[src/rtl/rr_arbiter8_pkg.sv]
// Shared definitions for the 8-way round-robin arbiter: FSM state encoding,
// default hold limit and a small one-hot helper.
package rr_arbiter8_pkg;

    // Arbiter ownership state. IDLE: nobody owns the resource. OWN: the
    // requester at sel owns it this cycle.
    typedef enum logic {
        ST_IDLE = 1'b0,
        ST_OWN  = 1'b1
    } state_t;

    // Number of requesters sharing the resource.
    localparam int N_REQ = 8;

    // Default maximum consecutive cycles one requester may hold the grant
    // while others are waiting. Legal range 1..8.
    localparam int HOLD_MAX_DEFAULT = 4;

    // One-hot mask for a 3-bit requester index.
    function automatic logic [7:0] onehot8(input logic [2:0] idx);
        logic [7:0] v;
        v = 8'h00;
        v[idx] = 1'b1;
        return v;
    endfunction

endpackage

[src/rtl/rr_arbiter8_if.sv]
// Requester-side bundle of the round-robin arbiter.
//
// Handshake: req[i] is a level. Requester i raises it and keeps it high until
// grant[i] is seen, then keeps it high for as long as it wants the resource.
// grant[i] high in a cycle means requester i owns the resource in that cycle.
// Dropping req[i] releases (or, before grant, forfeits); the grant follows one
// cycle later. There is no separate ready; grant is the acceptance.
interface rr_arbiter8_if;
    import rr_arbiter8_pkg::*;

    logic [7:0] req;      // level request per requester
    logic [7:0] grant;    // one-hot grant, zero when idle
    logic [2:0] sel;      // index of current owner (demux select)
    logic       busy;     // resource owned this cycle (demux input)
    logic [3:0] hold_cnt; // cycles current owner has held, minus one
    state_t     state;    // FSM state, exposed for debug and checkers

    // Requester side drives requests and observes the arbiter.
    modport master (
        output req,
        input  grant,
        input  sel,
        input  busy,
        input  hold_cnt,
        input  state
    );

    // Arbiter side.
    modport slave (
        input  req,
        output grant,
        output sel,
        output busy,
        output hold_cnt,
        output state
    );

endinterface

[src/rtl/DMux8Way.sv]
// 1-to-8 demultiplexer: routes i_in to output bit i_sel, all others zero.
module DMux8Way (
    input  logic       i_in,
    input  logic [2:0] i_sel,
    output logic [7:0] o_out
);

    // Route the single input onto the selected output line.
    always_comb begin
        o_out        = 8'h00;
        o_out[i_sel] = i_in;
    end

endmodule

[src/rtl/rr_pick8.sv]
// Rotating priority encoder: finds the first asserted request scanning
// start, start+1, ..., start+7 (mod 8). When exclude_en is set the index
// exclude is never chosen, which ranks the current owner behind everyone.
module rr_pick8 (
    input  logic [7:0] i_req,
    input  logic [2:0] i_start,
    input  logic       i_exclude_en,
    input  logic [2:0] i_exclude,
    output logic       o_found,
    output logic [2:0] o_idx
);

    logic [7:0] w_req_masked;
    logic [2:0] w_cand;

    // Remove the excluded requester from consideration.
    always_comb begin
        w_req_masked = i_req;
        if (i_exclude_en) begin
            w_req_masked[i_exclude] = 1'b0;
        end
    end

    // Scan in rotating order and keep the first hit.
    always_comb begin
        o_found = 1'b0;
        o_idx   = 3'd0;
        w_cand  = 3'd0;
        for (int k = 0; k < 8; k++) begin
            w_cand = i_start + 3'(k);
            if (!o_found && w_req_masked[w_cand]) begin
                o_found = 1'b1;
                o_idx   = w_cand;
            end
        end
    end

endmodule

[src/rtl/rr_arbiter8.sv]
// Round-robin arbiter for one 8-way demultiplexed resource. Holds the
// ownership FSM, the rotating search pointer and the sel / hold_cnt
// registers; the one-hot grant is the registered busy/sel decoded by
// DMux8Way, so no combinational path exists from req to grant.
module rr_arbiter8
    import rr_arbiter8_pkg::*;
#(
    parameter int HOLD_MAX = HOLD_MAX_DEFAULT  // legal range 1..8
) (
    input  logic         clk,
    input  logic         reset,
    rr_arbiter8_if.slave arb
);

    localparam logic [3:0] HOLD_LAST = 4'(HOLD_MAX - 1);

    // Registered state
    state_t     r_state;
    logic [2:0] r_sel;
    logic [2:0] r_ptr;
    logic [3:0] r_hold;

    // Next-state values
    state_t     w_nxt_state;
    logic [2:0] w_nxt_sel;
    logic [2:0] w_nxt_ptr;
    logic [3:0] w_nxt_hold;

    // Decision terms
    logic [2:0] w_sel_inc;
    logic       w_owning;
    logic       w_owner_req;
    logic       w_others;
    logic       w_at_limit;
    logic       w_end;
    logic [2:0] w_pick_start;
    logic       w_found;
    logic [2:0] w_idx;
    logic       w_busy;

    assign w_sel_inc   = r_sel + 3'd1;
    assign w_owning    = (r_state == ST_OWN);
    assign w_owner_req = arb.req[r_sel];
    assign w_others    = |(arb.req & ~onehot8(r_sel));
    assign w_at_limit  = (r_hold == HOLD_LAST);

    // Ownership ends when the owner lets go, or when its hold time is used
    // up and somebody else is waiting. A sole requester keeps the resource.
    assign w_end = w_owning && (!w_owner_req || (w_at_limit && w_others));

    // While idle, search from the rotating pointer. While owning, the
    // search only matters at a handoff: it starts just after the owner and
    // skips the owner, so the owner is ranked last.
    assign w_pick_start = w_owning ? w_sel_inc : r_ptr;

    rr_pick8 u_pick (
        .i_req        (arb.req),
        .i_start      (w_pick_start),
        .i_exclude_en (w_owning),
        .i_exclude    (r_sel),
        .o_found      (w_found),
        .o_idx        (w_idx)
    );

    // Next-state and register-update decisions for the ownership FSM.
    always_comb begin
        w_nxt_state = r_state;
        w_nxt_sel   = r_sel;
        w_nxt_ptr   = r_ptr;
        w_nxt_hold  = r_hold;
        case (r_state)
            ST_IDLE: begin
                if (w_found) begin
                    w_nxt_state = ST_OWN;
                    w_nxt_sel   = w_idx;
                    w_nxt_hold  = 4'd0;
                end
            end
            ST_OWN: begin
                if (w_end) begin
                    w_nxt_ptr = w_sel_inc;
                    if (w_found) begin
                        // Back-to-back handoff, no idle bubble.
                        w_nxt_sel  = w_idx;
                        w_nxt_hold = 4'd0;
                    end else begin
                        w_nxt_state = ST_IDLE;
                        w_nxt_hold  = 4'd0;
                    end
                end else if (!w_at_limit) begin
                    // Saturate at the limit for a sole requester.
                    w_nxt_hold = r_hold + 4'd1;
                end
            end
            default: begin
                w_nxt_state = ST_IDLE;
            end
        endcase
    end

    // State registers with synchronous reset; reset drops any current owner.
    always_ff @(posedge clk) begin
        if (reset) begin
            r_state <= ST_IDLE;
            r_sel   <= 3'd0;
            r_ptr   <= 3'd0;
            r_hold  <= 4'd0;
        end else begin
            r_state <= w_nxt_state;
            r_sel   <= w_nxt_sel;
            r_ptr   <= w_nxt_ptr;
            r_hold  <= w_nxt_hold;
        end
    end

    assign w_busy = w_owning;

    // The grant is the demux of busy onto the selected line.
    DMux8Way u_dmux (
        .i_in  (w_busy),
        .i_sel (r_sel),
        .o_out (arb.grant)
    );

    assign arb.sel      = r_sel;
    assign arb.busy     = w_busy;
    assign arb.hold_cnt = r_hold;
    assign arb.state    = r_state;

endmodule

[src/flat_wrapper.sv]
// flat-port wrapper written by rule: the top's interface ports become plain ports
module rr_arbiter8_flat import rr_arbiter8_pkg::*;
#(
    parameter int HOLD_MAX = HOLD_MAX_DEFAULT                     
)
  (clk, reset, arb_req, arb_grant, arb_sel, arb_busy, arb_hold_cnt, arb_state);
  rr_arbiter8_if arb_i ();
  input  logic clk;
  input  logic reset;
  input wire logic [$bits(arb_i.req)-1:0] arb_req;
  output wire logic [$bits(arb_i.grant)-1:0] arb_grant;
  output wire logic [$bits(arb_i.sel)-1:0] arb_sel;
  output wire logic [$bits(arb_i.busy)-1:0] arb_busy;
  output wire logic [$bits(arb_i.hold_cnt)-1:0] arb_hold_cnt;
  output wire logic [$bits(arb_i.state)-1:0] arb_state;
  assign arb_i.req = arb_req;
  assign arb_grant = arb_i.grant;
  assign arb_sel = arb_i.sel;
  assign arb_busy = arb_i.busy;
  assign arb_hold_cnt = arb_i.hold_cnt;
  assign arb_state = arb_i.state;
  rr_arbiter8 #(.HOLD_MAX(HOLD_MAX)) u_core (.clk(clk), .reset(reset), .arb(arb_i));
endmodule
[config.mk]
export PLATFORM = sky130hd
export DESIGN_NAME = rr_arbiter8_flat
export DESIGN_NICKNAME = d
export VERILOG_FILES = /design/src/rtl/rr_arbiter8_pkg.sv /design/src/rtl/rr_arbiter8_if.sv /design/src/rtl/DMux8Way.sv /design/src/rtl/rr_pick8.sv /design/src/rtl/rr_arbiter8.sv /design/src/flat_wrapper.sv
export SDC_FILE = /design/constraint.sdc
export NUM_CORES = 1
export LEC_CHECK = 0
export ABC_AREA = 1
export CORE_ASPECT_RATIO = 0.75
export CORE_UTILIZATION = 40
export CTS_CLUSTER_DIAMETER = 200
export DETAILED_ROUTE_END_ITERATION = 7
export GPL_TIMING_DRIVEN = 0
export HOLD_SLACK_MARGIN = 0.12
export PLACE_DENSITY = 0.62
export SYNTH_ARGS = -nofsm -noshare
export SYNTH_HDL_FRONTEND = slang
export SYNTH_SLANG_ARGS = --single-unit
export TNS_END_PERCENT = 30
[constraint.sdc]
create_clock -name clk -period 7.7 [get_ports clk]
set_clock_uncertainty 0.05 [all_clocks]
set_input_delay 1.54 -clock clk [delete_from_list [all_inputs] [get_ports clk]]
set_output_delay 1.54 -clock clk [all_outputs]
set_load 0.02 [all_outputs]
### Word-level counts from Yosys, hierarchy flattened

Index checks and enable logic that the tools add are counted.

* equality and inequality tests: 4
* reductions and logical operators: 22
* multiplexer cells: 48
* bitwise gates (word level): 4
* add/subtract/negate cells: 9
* magnitude comparators: 10

Operators by type and width (number)
* $lt 3x4->1 const B: 9
* $mux 3: 11
* $bmux 1 s3: 9
* $mux 1: 20
* $and 8x8->8: 2
* $add 3x3->3 const B: 4
* $mux 4: 3
* $logic_and 1x1->1: 10
* $logic_not 1->1: 8
* $mux 8: 1
* $not 8->8: 1
* $pmux 4 s2: 1
* $reduce_or 8->1: 1
* $add 3x1->3 const B: 2
* $add 3x2->3 const B: 2
* $pmux 3 s2: 1
* $add 4x1->4 const B: 1
* $eq 4x2->1 const B: 1
* $ne 2x2->1 const B: 2
* $reduce_and 2->1: 2
* $demux 1 s3: 1
* $ge 3x1->1 const B: 1
* $ne 3x3->1 const B: 1
* $pmux 1 s2: 1
* other kinds (2): 2

* input port bits: 10
* output and inout port bits: 17
* register bits after elaboration: 11

### Longest topological paths before layout

* depth after elaboration: 34
* mapped depth: 19

### Hierarchy

From an unflattened synthesis, not the netlist that was laid out.

* cells, all modules: 306
* area, all modules: 1805.5 um2

By module, submodules not included
* rr_pick8: times used 1, cells an instance 156, seq. area each 0.0 um2, area each 895.9 um2
* rr_arbiter8: times used 1, cells an instance 133, seq. area each 220.2 um2, area each 845.8 um2
* DMux8Way: times used 1, cells an instance 17, seq. area each 0.0 um2, area each 63.8 um2

### Worst setup path before layout

No wires, ideal clock.

* path kind: input port to flip-flop
* start point: input port arb_req[4]
* end point: register u_core.r_hold[1] (netlist: u_core.arb.hold_cnt[1])
* arrival time: 2.689 ns
* cell stages on the path: 12
* slack: 4.851 ns
* required time: 7.541 ns
* path through: o211ai_1 -> nand3_1 -> nand3_1 -> nand2_2 -> nor2_4 -> nand4_4 -> nor2_4 -> nand3_2 -> nand2_2 -> nand3_1 -> nand2_1 -> nor2_1

* cells in the longest elaborated chain, start to end: 28

RTL lines
* start: declaration: line flat_wrapper.sv:10 `input wire logic [$bits(arb_i.req)-1:0] arb_req;`
* $and 8x8->8: line rr_arbiter8.sv:44 `assign w_others = |(arb.req & ~onehot8(r_sel));`
* $mux 8: line rr_pick8.sv:19 `if (i_exclude_en) begin`
* $bmux 1 s3: line rr_pick8.sv:31 `if (!o_found && w_req_masked[w_cand]) begin`
* $mux 1 (implied by the code): line rr_pick8.sv:31
* $mux 1: line rr_pick8.sv:31
* $logic_not 1->1: line rr_pick8.sv:31
* $logic_and 1x1->1: line rr_pick8.sv:31
* $mux 1: line rr_pick8.sv:31
* [12 not listed]
* $logic_not 1->1: line rr_pick8.sv:31
* $logic_and 1x1->1: line rr_pick8.sv:31
* $mux 1: line rr_pick8.sv:31
* $logic_not 1->1: line rr_pick8.sv:31
* $logic_and 1x1->1: line rr_pick8.sv:31
* $mux 1: line rr_pick8.sv:31
* $ne 2x2->1 (no source line)
* $reduce_and 2->1 (no source line)
* end signal: assignment: line rr_arbiter8.sv:112 `r_hold <= w_nxt_hold;`
* end: declaration: line rr_arbiter8.sv:21 `logic [3:0] r_hold;`

Parallel ways exist; a longest one is shown, timed or not. The select of a mux whose other input is x is not followed.
A chain may end at the register's enable or synchronous reset.

### Final worst setup path

* start point: register u_core.r_sel[2] (netlist: u_core.arb.sel[2])
* end point: output port arb_grant[0]

* cells in the longest elaborated chain, start to end: 5

RTL lines
* start: declaration: line rr_arbiter8.sv:19 `logic [2:0] r_sel;`
* start signal: assignment: line rr_arbiter8.sv:110 `r_sel <= w_nxt_sel;`
* $lt 3x4->1 (implied by the code) / $ge 3x1->1 (equally long branches): line DMux8Way.sv:11 `o_out[i_sel] = i_in;`
* $logic_and 1x1->1 (implied by the code): line DMux8Way.sv:11
* $mux 1 (implied by the code): line DMux8Way.sv:11
* $demux 1 s3 (*): line DMux8Way.sv:11
* $and 8x8->8 (no source line) (*)
* end: declaration: line flat_wrapper.sv:11 `output wire logic [$bits(arb_i.grant)-1:0] arb_grant;`

Mark *: on every way between the ends. The rest lies on a longest branch, timed or not.

==> metrics <==
Via Count=1907; I/O Buffers=26; Yosys reg bits=11; CTS tree=built; Starting Density=43.67%; most frequent cells in the layout=nand2_1, nand3_1, inv_1; status=finished, final reports clean; clock sink total=11; HP Class=reg2reg; GRT overflow=0; die width=76.65 um; Clk Latency, worst-skew pair=250 ps; Ports=27; Crit. End Element=primary output; Worst-path clk slew=50 ps; Slew Viols, Final=0; critical path class=reg2out; initial drt markers=~150; Synth area leader=nand3_1; nets=328; standard-cell rows=19; DRC viols=0; total power=0.7664 mW; slew margin rel.=61.27%; Mapped Area=1672 um^2; Hold Vio Cnt, Final=0; Vias per Instance=5.225; P_leak=1.014 nW; DIE AREA=4444 um^2; Fmax=between 200 and 300 MHz; Post-Syn Instances=283; CP cell instances=nor2_1, nand3_1, inv_1, clkdlybuf4s50_1; number of max-cap violations=0; adder-cell share of the synthesized area=2.994%; commonest non-fill, non-tap cell in the layout=nand2_1; RePlAce Congestion=approximately 0.92; first-pass GRT wire length=around 8100 um; post-CTS setup buffer count=0; Core Util, Final=53.38%; drt first pass iters=5; drt wl/cell=13.05 um; area delta synth->final=22.23%; dpl cell area=1997 um^2; H-tree depth=1; type of origin of the critical path=flop; initial antenna violation count=0; Compound-Gate Fraction of Synth Area=12.05%; setup_tns=0 ps; fin crit share=45.22%; antenna-violating nets left=0; Worst Tran Pin Value=roughly 570 ps; Critical Path AT=1890 ps; count of cell types in the netlist=32; Critical Path Max Stage Delay=610 ps; mux share of post-synthesis cell area=0%; final instance area=2043 um^2; Simple-Gate Fraction of Synth Area=58.38%; CTS buffer count=3; Synth Area in XOR/XNOR=1.048%; yosys warns=0; post-synth top area share=16.77%; Synth area leaders=nand3_1, nand2_1, dfxtp_1, inv_1, nand3_2; gr usage total=between 20% and 30%; RSZ-0062 raised after global routing=no; Max Root-Sink Buffers=2; Post-CTS Resized=0; Min Clock Period, post-route=~3500 ps; worst-path maximum fanout=7; Routed WL=4763 um; worst path required time=6110 ps; crit-path leading delay family=buffers and inverters; largest net degree at the start of global routing=11; fin cells=365; syn_nets=297; Post-Place Cells=around 360; Worst Path Buf+Inv=2; Core ar.=3827 um^2; number of global-route vias before repair=1651; Mean Syn Cell Area=around 5.9 um^2; Diodes inserted=0; Post-CTS Hold Buffers=0; critical path's slowest cell=clkdlybuf4s50_1; final setup violation count=0; Post-DP HPWL=3929 um; die height=57.99 um; Clock Tree Root=clkbuf_8; main combinational cell family by area after synthesis=simple AND/OR/NAND/NOR gates; maximum VDD drop=roughly 0.22 mV; Power Dens Cells=375.1 nW/um^2; sequential-to-total area share from yosys stat=13.17%; share of post-route cells with drive strength above 1=17.89%
==> tightest hold or removal path, cell delays in order, from the launching register on <==
cell and delay (ps):
dfxtp_1 290, inv_1 100, a21oi_1 80
==> path summary, 6_finish.rpt <==
| kind | startpoint | to | slack [ps] | depth (start not counted) |
|---|---|---|---|---|
| worst max register to register | u_core.arb.sel[0]$_SDFFE_PP0P_ | u_core.arb.hold_cnt[3]$_SDFFE_PP0P_ | 4560 | 16 |
| worst min-delay path | u_core.r_ptr[1]$_SDFFE_PP0P_ | u_core.r_ptr[1]$_SDFFE_PP0P_ | 470 | 2 |
| worst min register to register | u_core.r_ptr[1]$_SDFFE_PP0P_ | u_core.r_ptr[1]$_SDFFE_PP0P_ | 470 | 2 |
| worst max-delay path | u_core.arb.sel[2]$_SDFFE_PP0P_ | arb_grant[0] | 4220 | 4 |
==> layout make-up <==
| cell class | instances | area [um^2] |
|---|---|---|
| Buffer | 5 | 40.04 |
| Clock buffer | 3 | 41.29 |
| Clock inverter | 1 | 5.005 |
| Fill cell | 391 | 1784 |
| Inverter | 43 | 166.4 |
| Multi-Input combinational cell | 224 | 1245 |
| Sequential cell | 11 | 220.2 |
| Tap cell | 52 | 65.06 |
| Timing Repair Buffer | 26 | 260.3 |
==> synth_stat cells, drive strengths merged <==
| library cell | instances |
|---|---|
| a21boi | 1 |
| a21oi | 10 |
| a31oi | 1 |
| buf | 5 |
| dfxtp | 11 |
| ha | 4 |
| inv | 43 |
| nand2 | 85 |
| nand3 | 68 |
| nand3b | 1 |
| nand4 | 9 |
| nor2 | 20 |
| nor3b | 1 |
| o211ai | 4 |
| o21ai | 14 |
| o21bai | 1 |
| o221ai | 1 |
| or2 | 2 |
| xor2 | 2 |
==> stage by stage <==
stage                     worst slack (ps)  hold slack [ps]
after detailed placement              4035            462.5
after global routing                  4056            489.1
after floorplan                       4851            433.0
after global placement                4041            452.3
after CTS                             4217            470.0
final                                 4218            466.0
==> power breakdown <==
part           internal (mW)  total [mW]  switching (mW)
Clock                 0.0356      0.0587          0.0231
Sequential            0.0699      0.0875          0.0176
Combinational          0.204       0.620           0.416
Total                  0.310       0.766           0.457
==> kinds of logic after synthesis <==
logic type / count (synthesis)
adders and majority gates: 4
xor gates and xnor gates: 2
buffers and inverters: 48
and+or+nand+nor: 186
DFF: 11
AOI/OAI and AO/OA: 32
==> registers in the layout, indices dropped and copies added (netlist names) <==
| signal | flops |
|---|---|
| u_core.r_ptr | 3 |
| u_core.arb.sel | 3 |
| u_core.arb.hold_cnt | 4 |
| u_core.arb.busy | 1 |
==> per-layer routing <==
metal	vias up	share of wire [%]	GRT usage [%]	routed length [um]
met5	-	0	0	0
met4	0	0.67	4.945	32
met3	4	7.2	3.150	343
met2	68	38	33.72	1816
met1	834	54	35.75	2571
li1	1001	-	-	-
(Power assumes the default switching activity.)
